### config.mk
export PLATFORM = sky130hd
export DESIGN_NAME = vga_timing_out_flat
export DESIGN_NICKNAME = d
export VERILOG_FILES = /design/src/rtl/vga_timing_out_if.sv /design/src/rtl/vga_timing_out.sv /design/src/flat_wrapper.sv
export SDC_FILE = /design/constraint.sdc
export NUM_CORES = 1
export LEC_CHECK = 0
export ABC_CLOCK_PERIOD_IN_PS = 1490
export BUFFER_PORTS_ARGS = -buffer_cell sky130_fd_sc_hd__buf_2
export CAP_MARGIN = 10
export CORE_ASPECT_RATIO = 1.2
export CORE_MARGIN = 4
export CORE_UTILIZATION = 45
export DETAILED_ROUTE_END_ITERATION = 12
export GPL_TIMING_DRIVEN = 1
export PLACE_DENSITY = 0.75
export SLEW_MARGIN = 5
export SYNTH_ARGS = -nofsm -noshare
export SYNTH_HDL_FRONTEND = slang
export SYNTH_SLANG_ARGS = --single-unit
### constraint.sdc
create_clock -name clk -period 1.49 [get_ports clk]
set_input_delay 0.298 -clock clk [delete_from_list [all_inputs] [get_ports clk]]
set_output_delay 0.298 -clock clk [all_outputs]
set_load 0.02 [all_outputs]
### src/rtl/vga_timing_out_if.sv
`default_nettype none
// ---------------------------------------------------------------------------
// vga_timing_out_if : pixel input plus raster counters and DAC/sync outputs
// Revision 1.0
// ---------------------------------------------------------------------------
interface vga_timing_out_if;
   logic [7:0]  RGBIn;
   logic [10:0] pixelX;
   logic [10:0] pixelY;
   logic        startOfFrame;
   logic [7:0]  red;
   logic [7:0]  green;
   logic [7:0]  blue;
   logic        hSync;
   logic        vSync;
   logic        blankN;

   modport master (
      input  RGBIn,
      output pixelX, pixelY, startOfFrame, red, green, blue, hSync, vSync, blankN
   );

   modport slave (
      output RGBIn,
      input  pixelX, pixelY, startOfFrame, red, green, blue, hSync, vSync, blankN
   );
endinterface
`default_nettype wire

### src/rtl/vga_timing_out.sv
`default_nettype none
// ---------------------------------------------------------------------------
// vga_timing_out : raster counters, pipeline-aligned sync/blank, RGB332 -> 24-bit DAC
// Revision 1.0   (VGA_TEST_PATTERN_EN: replace RGBIn with 8 vertical colour bars)
// ---------------------------------------------------------------------------
module vga_timing_out #(
   parameter int H_ACTIVE   = 640,
   parameter int H_FP       = 16,
   parameter int H_SYNC     = 96,
   parameter int H_BP       = 48,
   parameter int V_ACTIVE   = 480,
   parameter int V_FP       = 10,
   parameter int V_SYNC     = 2,
   parameter int V_BP       = 33,
   parameter int PIPE_DELAY = 1
) (
   input  logic             clk,
   input  logic             resetN,
   vga_timing_out_if.master vga
);
   localparam logic [10:0] H_LAST   = 11'(H_ACTIVE + H_FP + H_SYNC + H_BP - 1);
   localparam logic [10:0] V_LAST   = 11'(V_ACTIVE + V_FP + V_SYNC + V_BP - 1);
   localparam logic [10:0] H_VIS    = 11'(H_ACTIVE);
   localparam logic [10:0] V_VIS    = 11'(V_ACTIVE);
   localparam logic [10:0] HS_START = 11'(H_ACTIVE + H_FP);
   localparam logic [10:0] HS_END   = 11'(H_ACTIVE + H_FP + H_SYNC - 1);
   localparam logic [10:0] VS_START = 11'(V_ACTIVE + V_FP);
   localparam logic [10:0] VS_END   = 11'(V_ACTIVE + V_FP + V_SYNC - 1);
   localparam int          LAST     = PIPE_DELAY - 1;

   logic [10:0]           h_count;
   logic [10:0]           v_count;
   logic                  active;
   logic                  hs;
   logic                  vs;
   logic [PIPE_DELAY-1:0] active_d;
   logic [PIPE_DELAY-1:0] hs_d;
   logic [PIPE_DELAY-1:0] vs_d;
   logic [7:0]            pixel;
   logic [7:0]            red_q;
   logic [7:0]            green_q;
   logic [7:0]            blue_q;
   logic                  hsync_n_q;
   logic                  vsync_n_q;
   logic                  blank_n_q;

   always_ff @(posedge clk or negedge resetN) begin
      if (!resetN) begin
         h_count <= '0;
         v_count <= '0;
      end else if (h_count == H_LAST) begin
         h_count <= '0;
         v_count <= (v_count == V_LAST) ? 11'd0 : v_count + 11'd1;
      end else begin
         h_count <= h_count + 11'd1;
      end
   end

   always_comb begin
      active = (h_count < H_VIS) && (v_count < V_VIS);
      hs     = (h_count >= HS_START) && (h_count <= HS_END);
      vs     = (v_count >= VS_START) && (v_count <= VS_END);
   end

`ifdef VGA_TEST_PATTERN_EN
   localparam logic [10:0] BAR_W = 11'(H_ACTIVE / 8);
   logic [10:0] h_d [PIPE_DELAY];
   logic [10:0] bar_full;
   logic        unused_rgb;

   // Counter travels with the decode bits so bar edges line up with blankN.
   always_ff @(posedge clk or negedge resetN) begin
      if (!resetN) begin
         for (int i = 0; i < PIPE_DELAY; i++) h_d[i] <= '0;
      end else begin
         h_d[0] <= h_count;
         for (int i = 1; i < PIPE_DELAY; i++) h_d[i] <= h_d[i-1];
      end
   end

   always_comb begin
      bar_full = h_d[LAST] / BAR_W;
      pixel    = {{3{bar_full[2]}}, {3{bar_full[1]}}, {2{bar_full[0]}}};
   end

   assign unused_rgb = &{1'b0, vga.RGBIn, bar_full[10:3]};
`else
   assign pixel = vga.RGBIn;
`endif

   always_ff @(posedge clk or negedge resetN) begin
      if (!resetN) begin
         active_d <= '0;
         hs_d     <= '0;
         vs_d     <= '0;
      end else begin
         active_d[0] <= active;
         hs_d[0]     <= hs;
         vs_d[0]     <= vs;
         for (int i = 1; i < PIPE_DELAY; i++) begin
            active_d[i] <= active_d[i-1];
            hs_d[i]     <= hs_d[i-1];
            vs_d[i]     <= vs_d[i-1];
         end
      end
   end

   always_ff @(posedge clk or negedge resetN) begin
      if (!resetN) begin
         red_q     <= '0;
         green_q   <= '0;
         blue_q    <= '0;
         hsync_n_q <= 1'b1;
         vsync_n_q <= 1'b1;
         blank_n_q <= 1'b0;
      end else begin
         hsync_n_q <= ~hs_d[LAST];
         vsync_n_q <= ~vs_d[LAST];
         blank_n_q <= active_d[LAST];
         if (active_d[LAST]) begin
            red_q   <= {pixel[7:5], pixel[7:5], pixel[7:6]};
            green_q <= {pixel[4:2], pixel[4:2], pixel[4:3]};
            blue_q  <= {4{pixel[1:0]}};
         end else begin
            red_q   <= '0;
            green_q <= '0;
            blue_q  <= '0;
         end
      end
   end

   assign vga.pixelX       = h_count;
   assign vga.pixelY       = v_count;
   assign vga.startOfFrame = (h_count == 11'd0) && (v_count == V_VIS);
   assign vga.red          = red_q;
   assign vga.green        = green_q;
   assign vga.blue         = blue_q;
   assign vga.hSync        = hsync_n_q;
   assign vga.vSync        = vsync_n_q;
   assign vga.blankN       = blank_n_q;
endmodule
`default_nettype wire

### src/flat_wrapper.sv
// flat-port wrapper written by rule: the top's interface ports become plain ports
module vga_timing_out_flat 
#(
   parameter int H_ACTIVE   = 640,
   parameter int H_FP       = 16,
   parameter int H_SYNC     = 96,
   parameter int H_BP       = 48,
   parameter int V_ACTIVE   = 480,
   parameter int V_FP       = 10,
   parameter int V_SYNC     = 2,
   parameter int V_BP       = 33,
   parameter int PIPE_DELAY = 1
)
  (clk, resetN, vga_RGBIn, vga_pixelX, vga_pixelY, vga_startOfFrame, vga_red, vga_green, vga_blue, vga_hSync, vga_vSync, vga_blankN);
  vga_timing_out_if vga_i ();
  input  logic clk;
  input  logic resetN;
  input wire logic [$bits(vga_i.RGBIn)-1:0] vga_RGBIn;
  output wire logic [$bits(vga_i.pixelX)-1:0] vga_pixelX;
  output wire logic [$bits(vga_i.pixelY)-1:0] vga_pixelY;
  output wire logic [$bits(vga_i.startOfFrame)-1:0] vga_startOfFrame;
  output wire logic [$bits(vga_i.red)-1:0] vga_red;
  output wire logic [$bits(vga_i.green)-1:0] vga_green;
  output wire logic [$bits(vga_i.blue)-1:0] vga_blue;
  output wire logic [$bits(vga_i.hSync)-1:0] vga_hSync;
  output wire logic [$bits(vga_i.vSync)-1:0] vga_vSync;
  output wire logic [$bits(vga_i.blankN)-1:0] vga_blankN;
  assign vga_i.RGBIn = vga_RGBIn;
  assign vga_pixelX = vga_i.pixelX;
  assign vga_pixelY = vga_i.pixelY;
  assign vga_startOfFrame = vga_i.startOfFrame;
  assign vga_red = vga_i.red;
  assign vga_green = vga_i.green;
  assign vga_blue = vga_i.blue;
  assign vga_hSync = vga_i.hSync;
  assign vga_vSync = vga_i.vSync;
  assign vga_blankN = vga_i.blankN;
  vga_timing_out #(.H_ACTIVE(H_ACTIVE), .H_FP(H_FP), .H_SYNC(H_SYNC), .H_BP(H_BP), .V_ACTIVE(V_ACTIVE), .V_FP(V_FP), .V_SYNC(V_SYNC), .V_BP(V_BP), .PIPE_DELAY(PIPE_DELAY)) u_core (.clk(clk), .resetN(resetN), .vga(vga_i));
endmodule
==> results.sh, run 1 <==
export IMPL_rows=24
export IMPL_worst_setup_path_start_kind="register"
export IMPL_worst_slack_ns=-0.368
export IMPL_synthDistinctLibCells=41
export IMPL_cts_buffers=5
export IMPL_path_class="reg2out"
export IMPL_dp_hpwl_um=3170
export IMPL_ant_nets=0
export IMPL_post_synth_top_count_cell="dfrtp_1"
export IMPL_leakage_nw=1.32
export IMPL_pwr_share_comb_pct=5.9
export IMPL_min_path_type="in2async"
export IMPL_grt_pass1_wl_um=6970
export IMPL_grt_pass1_vias=1509
export IMPL_hold_viol=0
export IMPL_finalSetupTns_ns=-1.00
export IMPL_tightestPinTransition_ns=0.450
export IMPL_power_frac_seq_pct=50.8
export IMPL_synth_area_leaders="dfrtp_1 48%, buf_4 6.7%, xor2_1 4.4%"
export IMPL_finalCriticalPeriod_ns=1.86
export IMPL_wl_per_cell_um=14.3
export IMPL_yosysTopAreaCell="dfrtp_1"
export IMPL_synth_nets=180
export IMPL_worstPathArrival_ns=1.56
export IMPL_drv_cap=0
export IMPL_violations="negative setup slack"
export IMPL_die_x_um=65.5
export IMPL_vias_per_cell=5.12
export IMPL_port_buffers=59
export IMPL_period_share_pct=125
export IMPL_internal_power_mw=1.52
export IMPL_area_growth_pct=47.4
export IMPL_grt_usage_pct=17.8
export IMPL_antenna_found_initial=0
export IMPL_cts_tree="done"
export IMPL_nets=267
export IMPL_drt_iter0_drc=52
export IMPL_yosys_area_top_type_share_pct=47.7
export IMPL_cts_clk_slew_worst_paths_ns=0.07
export IMPL_grt_max_degree=37
export IMPL_end_kind="output port"
export IMPL_layout_drive_gt1_share_pct=58.5
export IMPL_synthArstFlopShare_pct=100
export IMPL_synth_common_cells="34 x dfrtp_1, 16 x buf_4, 14 x nor2_1"
export IMPL_crit_path_max_fanout=2
export IMPL_syn_avg_cell_area_um2=10.8
export IMPL_outcome="complete, but fails checks"
export IMPL_total_power_mw=1.96
export IMPL_ys_warnings_count=0
export IMPL_num_vias=1561
export IMPL_synth_edf_count=0
export IMPL_peakVddDrop_mv=0.679
export IMPL_rsz0062_at_grt="yes"
export IMPL_max_freq_mhz=538
export IMPL_clockRootBuffer="clkbuf_8"
export IMPL_diodes=0
export IMPL_first_pass_iters=4
export IMPL_drc=0
export IMPL_syn_inst=165
export IMPL_clk_latency_ns=0.29
export IMPL_finalCoreUtilization_pct=70.6
export IMPL_synth_seq_cells=36
export IMPL_cts_max_path_buffers=2
export IMPL_post_route_cell_area_mm2=0.00263
export IMPL_place_area_mm2=0.00235
export IMPL_report_final_slew_viol_count=0
export IMPL_core_mm2=0.00372
export IMPL_required_ns=1.19
export IMPL_dieArea_mm2=0.00504
export IMPL_synth_top_flop_cell="dfrtp_1"
export IMPL_clock_skew_final_ns=0.00443
export IMPL_p_per_area_mw_per_mm2=744
export IMPL_swShare_pct=22.3
export IMPL_cts_sinks=36
export IMPL_gp_congestion=0.847
export IMPL_synth_area_mm2=0.00178
export IMPL_slew_headroom_pct=70.0
export IMPL_io_pins=60
export IMPL_die_h_um=77.0
export IMPL_ctsHoldBuffers=0
export IMPL_wirelength_um=4360
export IMPL_start_util_pct=47.9
export IMPL_pwr_share_clk_pct=43.3
export IMPL_ys_seq_area_share_pct=50.7
export IMPL_p_switching_uw=435
export IMPL_htree_levels=2
export IMPL_grt_overflow_total=0
export IMPL_setup_viol=9
cells in the final DEF (no fill, tap or decap), types with 3 or more instances in the layout:
cell type and n:
dfrtp_1 28, xor2_1 9, nand2_1 8, buf_4 36, dfrtp_2 6, inv_1 6, and2_1 8, nor2_4 3
clkbuf_8 5, nor3_1 5, buf_2 58, nor2_1 8, nor2_2 3, nand3_1 8, xnor2_1 3, buf_6 4
final timing paths:
kind	startpoint	endpoint	slack [ns]	depth (start not counted)
max	u_core.vga.pixelY[2]	vga_startOfFrame	-0.37	3
max in group asynchronous	resetN	u_core.vga.vSync	1.10	2
max reg2reg	u_core.vga.pixelY[1]	u_core.vga.pixelY[4]	-0.13	7
min reg2reg	u_core.hs_d	u_core.vga.hSync	0.35	1
min in group clk	vga_RGBIn[3]	u_core.vga.green[6]	0.22	2
min	resetN	u_core.vga.blue[6]	0.04	2
power by group through the flow:
stage,registers (mW),logic [mW],clock network (mW)
after floorplan,1.03,0.0687,0
after global placement,1.01,0.117,0
after detailed placement,1.01,0.119,0
after CTS,0.994,0.119,0.868
after global routing,0.995,0.126,0.918
final,0.994,0.116,0.846
registers in the layout, indices dropped and copies added (netlist names):
register           count
u_core.vga.blankN      1
u_core.active_d        1
u_core.vga.pixelX     11
u_core.vga.blue        2
u_core.vga.red         3
u_core.vga.pixelY     11
u_core.vs_d            1
u_core.vga.vSync       1
u_core.hs_d            1
u_core.vga.hSync       1
u_core.vga.green       3
metrics by stage:
step	instances	hold slack [ns]	setup WS, ns
after floorplan	165	0.00241	-0.103
after global placement	293	0.340	-0.0838
after detailed placement	293	0.340	-0.0940
after CTS	302	0.0516	-0.386
after global routing	305	0.0751	-0.436
final	305	0.0438	-0.368
final cells by class:
cell class                 count  area (µm²)
multi-input combinational    102         882
inverter                       8        32.5
clock buffer                   5        68.8
tap                           52        65.1
fill                         288        1100
clock inverter                 3        42.5
sequential                    36         911
timing repair buffer          99         626
critical path: stages (launching register included):
cell	delay, ns
dfrtp_2	0.40
or4_4	0.55
nor4_4	0.14
buf_4	0.18
logic make-up (layout without fill, tap and decap cells):
kind of cell    count (synthesis)  count (layout)  synth area share, %
flops                          36              36                 50.7
fa+ha+maj                       5               5                 3.51
simple gates                   68              68                 22.3
compound gates                 14              14                 5.83
xor+xnor                       12              12                 5.90
buf+inv                        27             115                 9.96
mux                             3               3                 1.82
routing by layer:
| layer | track usage (%) | up-vias | part of all wire [%] |
|---|---|---|---|
| met1 | 19.5 | 761 | 39 |
| met2 | 31.3 | 58 | 53 |
| met5 | 0 | - | 0 |
| met3 | 5.70 | 7 | 7.0 |
| met4 | 7.05 | 0 | 1.4 |
| li1 | - | 735 | - |
repair_timing:
action / 4_1_cts / 5_1_grt
setup endpoints to repair: 10 / 14
pin swaps: 4 / 11
setup buffers: 1 / 4
resized for setup: 13 / 19
No activity file was read; power rests on OpenSTA's default activity.
==> inputs of run 2 (changes only) <==
PLACE_DENSITY = 0.8   (was 0.75)
==> run 2 against run 1 <==
Global-route usage up 0.40 points. Sequential share of layout area up 0.26 points. Hold slack better by 0.17 ns. Wire length down 1.9%. Flip-flop and latch count unchanged. Largest power group unchanged. Maximum frequency down 1.1%. Via count down 2.5%. Critical endpoint unchanged. The run still ends with negative setup slack left.
==> results.sh, run 2 (synthesis gave the netlist of run 1 again) <==
export IMPL_holdWs_ns=0.214
export IMPL_antenna_found_initial=0
export IMPL_die_h_um=77.0
export IMPL_cts_sinks=36
export IMPL_slowest_delay_ns=0.55
export IMPL_wirelength_um=4280
export IMPL_drv_cap=0
export IMPL_gr_max_usage_layer="met2"
export IMPL_hold_end="u_core.vga.blue[6]"
export IMPL_start_util_pct=47.9
export IMPL_end_kind="output port"
export IMPL_path_cells="or4_4 -> nor4_4 -> buf_4"
export IMPL_layout_drive_gt1_share_pct=57.2
export IMPL_clock_skew_final_ns=0.00778
export IMPL_crit_slowest_cell="or4_4"
export IMPL_worst_setup_path_start_kind="register"
export IMPL_r2r_slack_ns=-0.11
export IMPL_hold_viol=0
export IMPL_r2r_start="u_core.vga.pixelX[1]"
export IMPL_final_common_cell="buf_2"
export IMPL_place_area_mm2=0.00234
export IMPL_port_buffers=59
export IMPL_total_power_mw=1.97
export IMPL_cts_max_path_buffers=2
export IMPL_worstPathArrival_ns=1.58
export IMPL_grt_overflow_total=0
export IMPL_period_share_pct=126
export IMPL_clockRootBuffer="clkbuf_8"
export IMPL_io_pins=60
export IMPL_num_vias=1522
export IMPL_max_freq_mhz=532
export IMPL_peakVddDrop_mv=0.788
export IMPL_cts_clk_slew_worst_paths_ns=0.08
export IMPL_crit_path_max_fanout=2
export IMPL_cts_tree="done"
export IMPL_post_route_cell_area_mm2=0.00261
export IMPL_die_x_um=65.5
export IMPL_report_final_slew_viol_count=0
export IMPL_rr_endpoint="u_core.vga.pixelY[4]"
export IMPL_vias_per_cell=5.04
export IMPL_gr_usage_met1_pct=20.6
export IMPL_grt_usage_pct=18.2
export IMPL_clk_latency_ns=0.29
export IMPL_grt_pass1_vias=1519
export IMPL_p_per_area_mw_per_mm2=754
export IMPL_wl_per_cell_um=14.2
export IMPL_r2r_cells=6
export IMPL_min_from="vga_RGBIn[0]"
export IMPL_outcome="complete, but fails checks"
export IMPL_tightestPinTransition_ns=0.373
export IMPL_finalCriticalPeriod_ns=1.88
export IMPL_dp_hpwl_um=3230
export IMPL_rsz0062_at_grt="yes"
export IMPL_cts_buffers=5
export IMPL_htree_levels=2
export IMPL_grt_pass1_wl_um=7200
export IMPL_path_class="reg2out"
export IMPL_nets=264
export IMPL_slew_headroom_pct=75.1
export IMPL_min_path_type="in2reg"
export IMPL_whs_path_depth=2
export IMPL_fillers=294
export IMPL_rows=24
export IMPL_dieArea_mm2=0.00504
export IMPL_worst_slack_ns=-0.388
export IMPL_drt_iter0_drc=36
export IMPL_setup_viol=4
export IMPL_first_pass_iters=4
export IMPL_area_growth_pct=46.5
export IMPL_gp_congestion=0.861
export IMPL_leakage_nw=1.30
export IMPL_required_ns=1.19
export IMPL_ant_nets=0
export IMPL_drc=0
export IMPL_most_common_layout_cells="58 x buf_2, 30 x buf_4, 27 x dfrtp_1"
export IMPL_grt_max_degree=23
export IMPL_violations="negative setup slack"
export IMPL_grt_met2_usage_pct=32.3
export IMPL_core_mm2=0.00372
export IMPL_gr_usage_met3_pct=4.39
export IMPL_diodes=0
[run 2: cell type report]
class | instances | area, µm² | share of cell area [%]
clock buffers | 5 | 68.8 | 2.64
well taps | 52 | 65.1 | 2.49
repair buffers | 96 | 622 | 23.8
clock inverters | 3 | 42.5 | 1.63
multi-input cells | 102 | 871 | 33.3
inverters | 8 | 30.0 | 1.15
flip-flops and latches | 36 | 912 | 34.9
[run 2: metal layers]
metal | routed length (µm) | part of all wire [%]
met1 | 1710 | 40
met2 | 2210 | 52
met3 | 299 | 7.0
met4 | 61 | 1.4
met5 | 0 | 0
[run 2: report_power, final]
| group | internal, mW | total (mW) | leakage [nW] | switching (mW) |
|---|---|---|---|---|
| Clock | 0.495 | 0.854 | 0.0541 | 0.359 |
| Combinational | 0.0428 | 0.122 | 0.807 | 0.0792 |
| Sequential | 0.988 | 0.994 | 0.442 | 0.00596 |
[run 2: critical path: cells and delay by family, from the launching register on]
| family | cells | cell delay, ns |
|---|---|---|
| DFF | 1 | 0.41 |
| and+or+nand+nor | 2 | 0.70 |
| buffers and inverters | 1 | 0.18 |
[run 2: what timing repair did]
item,CTS,global route
pin swaps,1,13
hold buffers,1,0
resized for setup,4,24
endpoints found under the setup margin,12,15
hold endpoints to repair,13,0
buffers inserted,0,2
[run 2: per-stage QoR]
stage / instances / worst slack, ns / util, % / TNS, ns
finish: 302 / -0.388 / 70.1 / -0.545
detailed placement: 291 / -0.0929 / 63.0 / -0.219
global route: 302 / -0.456 / 70.1 / -1.09
CTS: 300 / -0.412 / 66.6 / -0.451
global placement: 291 / -0.0866 / 63.0 / -0.125
floorplan: 165 / -0.103 / - / -0.407
[run 2: worst max-delay path by stage]
stage | startpoint | slack (ns) | cells past startpoint | end
6_report | u_core.vga.pixelY[4] | -0.39 | 3 | vga_startOfFrame
5_1_grt | u_core.vga.pixelX[9] | -0.46 | 4 | vga_startOfFrame
4_1_cts | u_core.vga.pixelY[4] | -0.41 | 3 | vga_startOfFrame
3_5_place_dp | u_core.vga.pixelY[4] | -0.09 | 3 | vga_startOfFrame
3_3_place_gp | u_core.vga.pixelY[4] | -0.09 | 3 | vga_startOfFrame
2_1_floorplan | u_core.vga.pixelY[2] | -0.10 | 2 | vga_startOfFrame
==> inputs of run 3 (changes only) <==
==> constraint.sdc (replaced) <==
create_clock -name clk -period 1.49 [get_ports clk]
set_input_delay 0.2235 -clock clk [delete_from_list [all_inputs] [get_ports clk]]
set_output_delay 0.2235 -clock clk [all_outputs]
set_load 0.02 [all_outputs]
==> run 3 against run 2 <==
The flow still finishes with violations (negative setup slack). Cell area rose by 6.1%. Die area unchanged. Global-route usage grew 1.2 points. Via count up 6.8%. Flip-flop and latch count unchanged. Non-clock buffer count grew 6. Hold slack worse by 0.070 ns. Critical path type unchanged. Highest routed layer unchanged.
==> results.sh, run 3 (synthesis gave the netlist of run 1 again) <==
export IMPL_vias_per_cell=5.28
export IMPL_wl_per_cell_um=15.9
export IMPL_setup_viol=10
export IMPL_grt_pass1_wl_um=7490
export IMPL_clockRootBuffer="clkbuf_8"
export IMPL_die_x_um=65.5
export IMPL_r2r_slack_ns=-0.29
export IMPL_core_mm2=0.00372
export IMPL_drv_cap=0
export IMPL_ant_nets=0
export IMPL_io_pins=60
export IMPL_min_path_type="in2reg"
export IMPL_start_util_pct=47.9
export IMPL_cts_tree="done"
export IMPL_wirelength_um=4910
export IMPL_diodes=0
export IMPL_grt_pass1_vias=1654
export IMPL_drc=0
export IMPL_pwr_share_comb_pct=6.2
export IMPL_required_ns=1.27
export IMPL_port_buffers=59
export IMPL_leakage_nw=1.37
export IMPL_drt_iter0_drc=68
export IMPL_period_share_pct=120
export IMPL_nets=270
export IMPL_cts_max_path_buffers=2
export IMPL_outcome="complete, but fails checks"
export IMPL_end_kind="output port"
export IMPL_wl_met3_um=388
export IMPL_internal_power_mw=1.53
export IMPL_dp_hpwl_um=3200
export IMPL_violations="negative setup slack"
export IMPL_routed_wl_met2_um=2390
export IMPL_path_class="reg2out"
export IMPL_worstPathArrival_ns=1.57
export IMPL_hold_viol=0
export IMPL_area_growth_pct=55.4
export IMPL_rsz0062_at_grt="yes"
export IMPL_report_final_slew_viol_count=0
export IMPL_finalCoreUtilization_pct=74.4
export IMPL_rows=24
export IMPL_p_per_area_mw_per_mm2=710
export IMPL_grt_max_degree=20
export IMPL_first_pass_iters=5
export IMPL_cts_clk_slew_worst_paths_ns=0.07
export IMPL_place_ws_ns=-0.0801
export IMPL_most_common_layout_cells="57 x buf_2, 32 x buf_4, 28 x dfrtp_1"
export IMPL_worst_setup_path_start_kind="register"
export IMPL_clk_latency_ns=0.29
export IMPL_power_frac_seq_pct=50.5
export IMPL_pwr_share_clk_pct=43.3
export IMPL_tightestPinTransition_ns=0.464
export IMPL_dieArea_mm2=0.00504
export IMPL_slew_headroom_pct=69.0
export IMPL_max_freq_mhz=558
export IMPL_cts_buffers=5
export IMPL_layout_drive_gt1_share_pct=60.5
export IMPL_cts_sinks=36
export IMPL_p_switching_uw=442
export IMPL_top_layer_used="met4"
export IMPL_die_h_um=77.0
export IMPL_final_common_cell="buf_2"
export IMPL_peakVddDrop_mv=0.529
export IMPL_htree_levels=2
export IMPL_grt_usage_pct=19.4
export IMPL_wl_met1_um=1990
export IMPL_swShare_pct=22.4
export IMPL_crit_path_max_fanout=3
export IMPL_finalCriticalPeriod_ns=1.79
export IMPL_gp_congestion=0.900
export IMPL_antenna_found_initial=0
export IMPL_num_vias=1626
export IMPL_clock_skew_final_ns=0.00529
export IMPL_worst_slack_ns=-0.303
export IMPL_grt_overflow_total=0
run 3: cell types whose count changed in the layout (fill, tap and decap cells not counted), moves of 2 or more:
cell and delta:
buf_6 +3, ha_4 +3, buf_4 +2, ha_1 -2
run 3: power groups by stage:
stage | clock (mW) | combinational [mW] | sequential [mW]
3_5_place_dp | 0 | 0.123 | 1.01
3_3_place_gp | 0 | 0.122 | 1.01
2_1_floorplan | 0 | 0.0687 | 1.03
4_1_cts | 0.868 | 0.125 | 0.994
5_1_grt | 0.930 | 0.133 | 0.994
6_report | 0.851 | 0.122 | 0.993
run 3: per-stage QoR:
stage	cells	TNS, ns	area, µm²	total power, mW	hold WS [ns]
finish	308	-1.70	2770	1.97	0.144
global route	308	-2.36	2770	2.06	0.146
CTS	307	-0.725	2650	1.99	0.135
detailed placement	292	-0.358	2350	1.14	0.200
global placement	292	-0.0439	2350	1.13	0.196
floorplan	165	-0.473	1840	1.10	-0.0721
run 3: path summary, 6_finish.rpt:
kind | from | end | cells past startpoint
worst min register to register | u_core.hs_d | u_core.vga.hSync | 1
min in group asynchronous | resetN | u_core.vga.pixelY[3] | 2
max in group asynchronous | resetN | u_core.vga.vSync | 3
worst min-delay path | vga_RGBIn[0] | u_core.vga.blue[6] | 2
worst max-delay path | u_core.vga.pixelX[6] | vga_startOfFrame | 5
worst max register to register | u_core.vga.pixelY[1] | u_core.vga.pixelY[4] | 8
run 3: final cells by class:
| cell class | count | area, µm² |
|---|---|---|
| fillers | 252 | 952 |
| multi-input cells | 102 | 938 |
| flip-flops and latches | 36 | 911 |
| repair buffers | 102 | 713 |
| clock buffers | 5 | 68.8 |
| well taps | 52 | 65.1 |
| clock inverters | 3 | 42.5 |
| inverters | 8 | 32.5 |
run 3: timing repair:
item	4_1_cts	5_1_grt
pin swaps	11	11
endpoints found under the setup margin	13	16
resized for setup	29	25
buffers inserted	5	2
hold buffers	1	0
gates cloned	1	0
endpoints found under the hold margin	16	0
run 3: routing by layer:
layer  GRT usage [%]  vias up
li1                -      741
met4            9.34        0
met1            22.8      778
met5               0        -
met2            32.0       91
met3            5.41       16
run 3: critical path: stages (launching register included):
cell     delay, ns
dfrtp_1       0.41
buf_4         0.15
nor2_1        0.11
nand3_1       0.15
nor4_4        0.29
buf_4         0.18
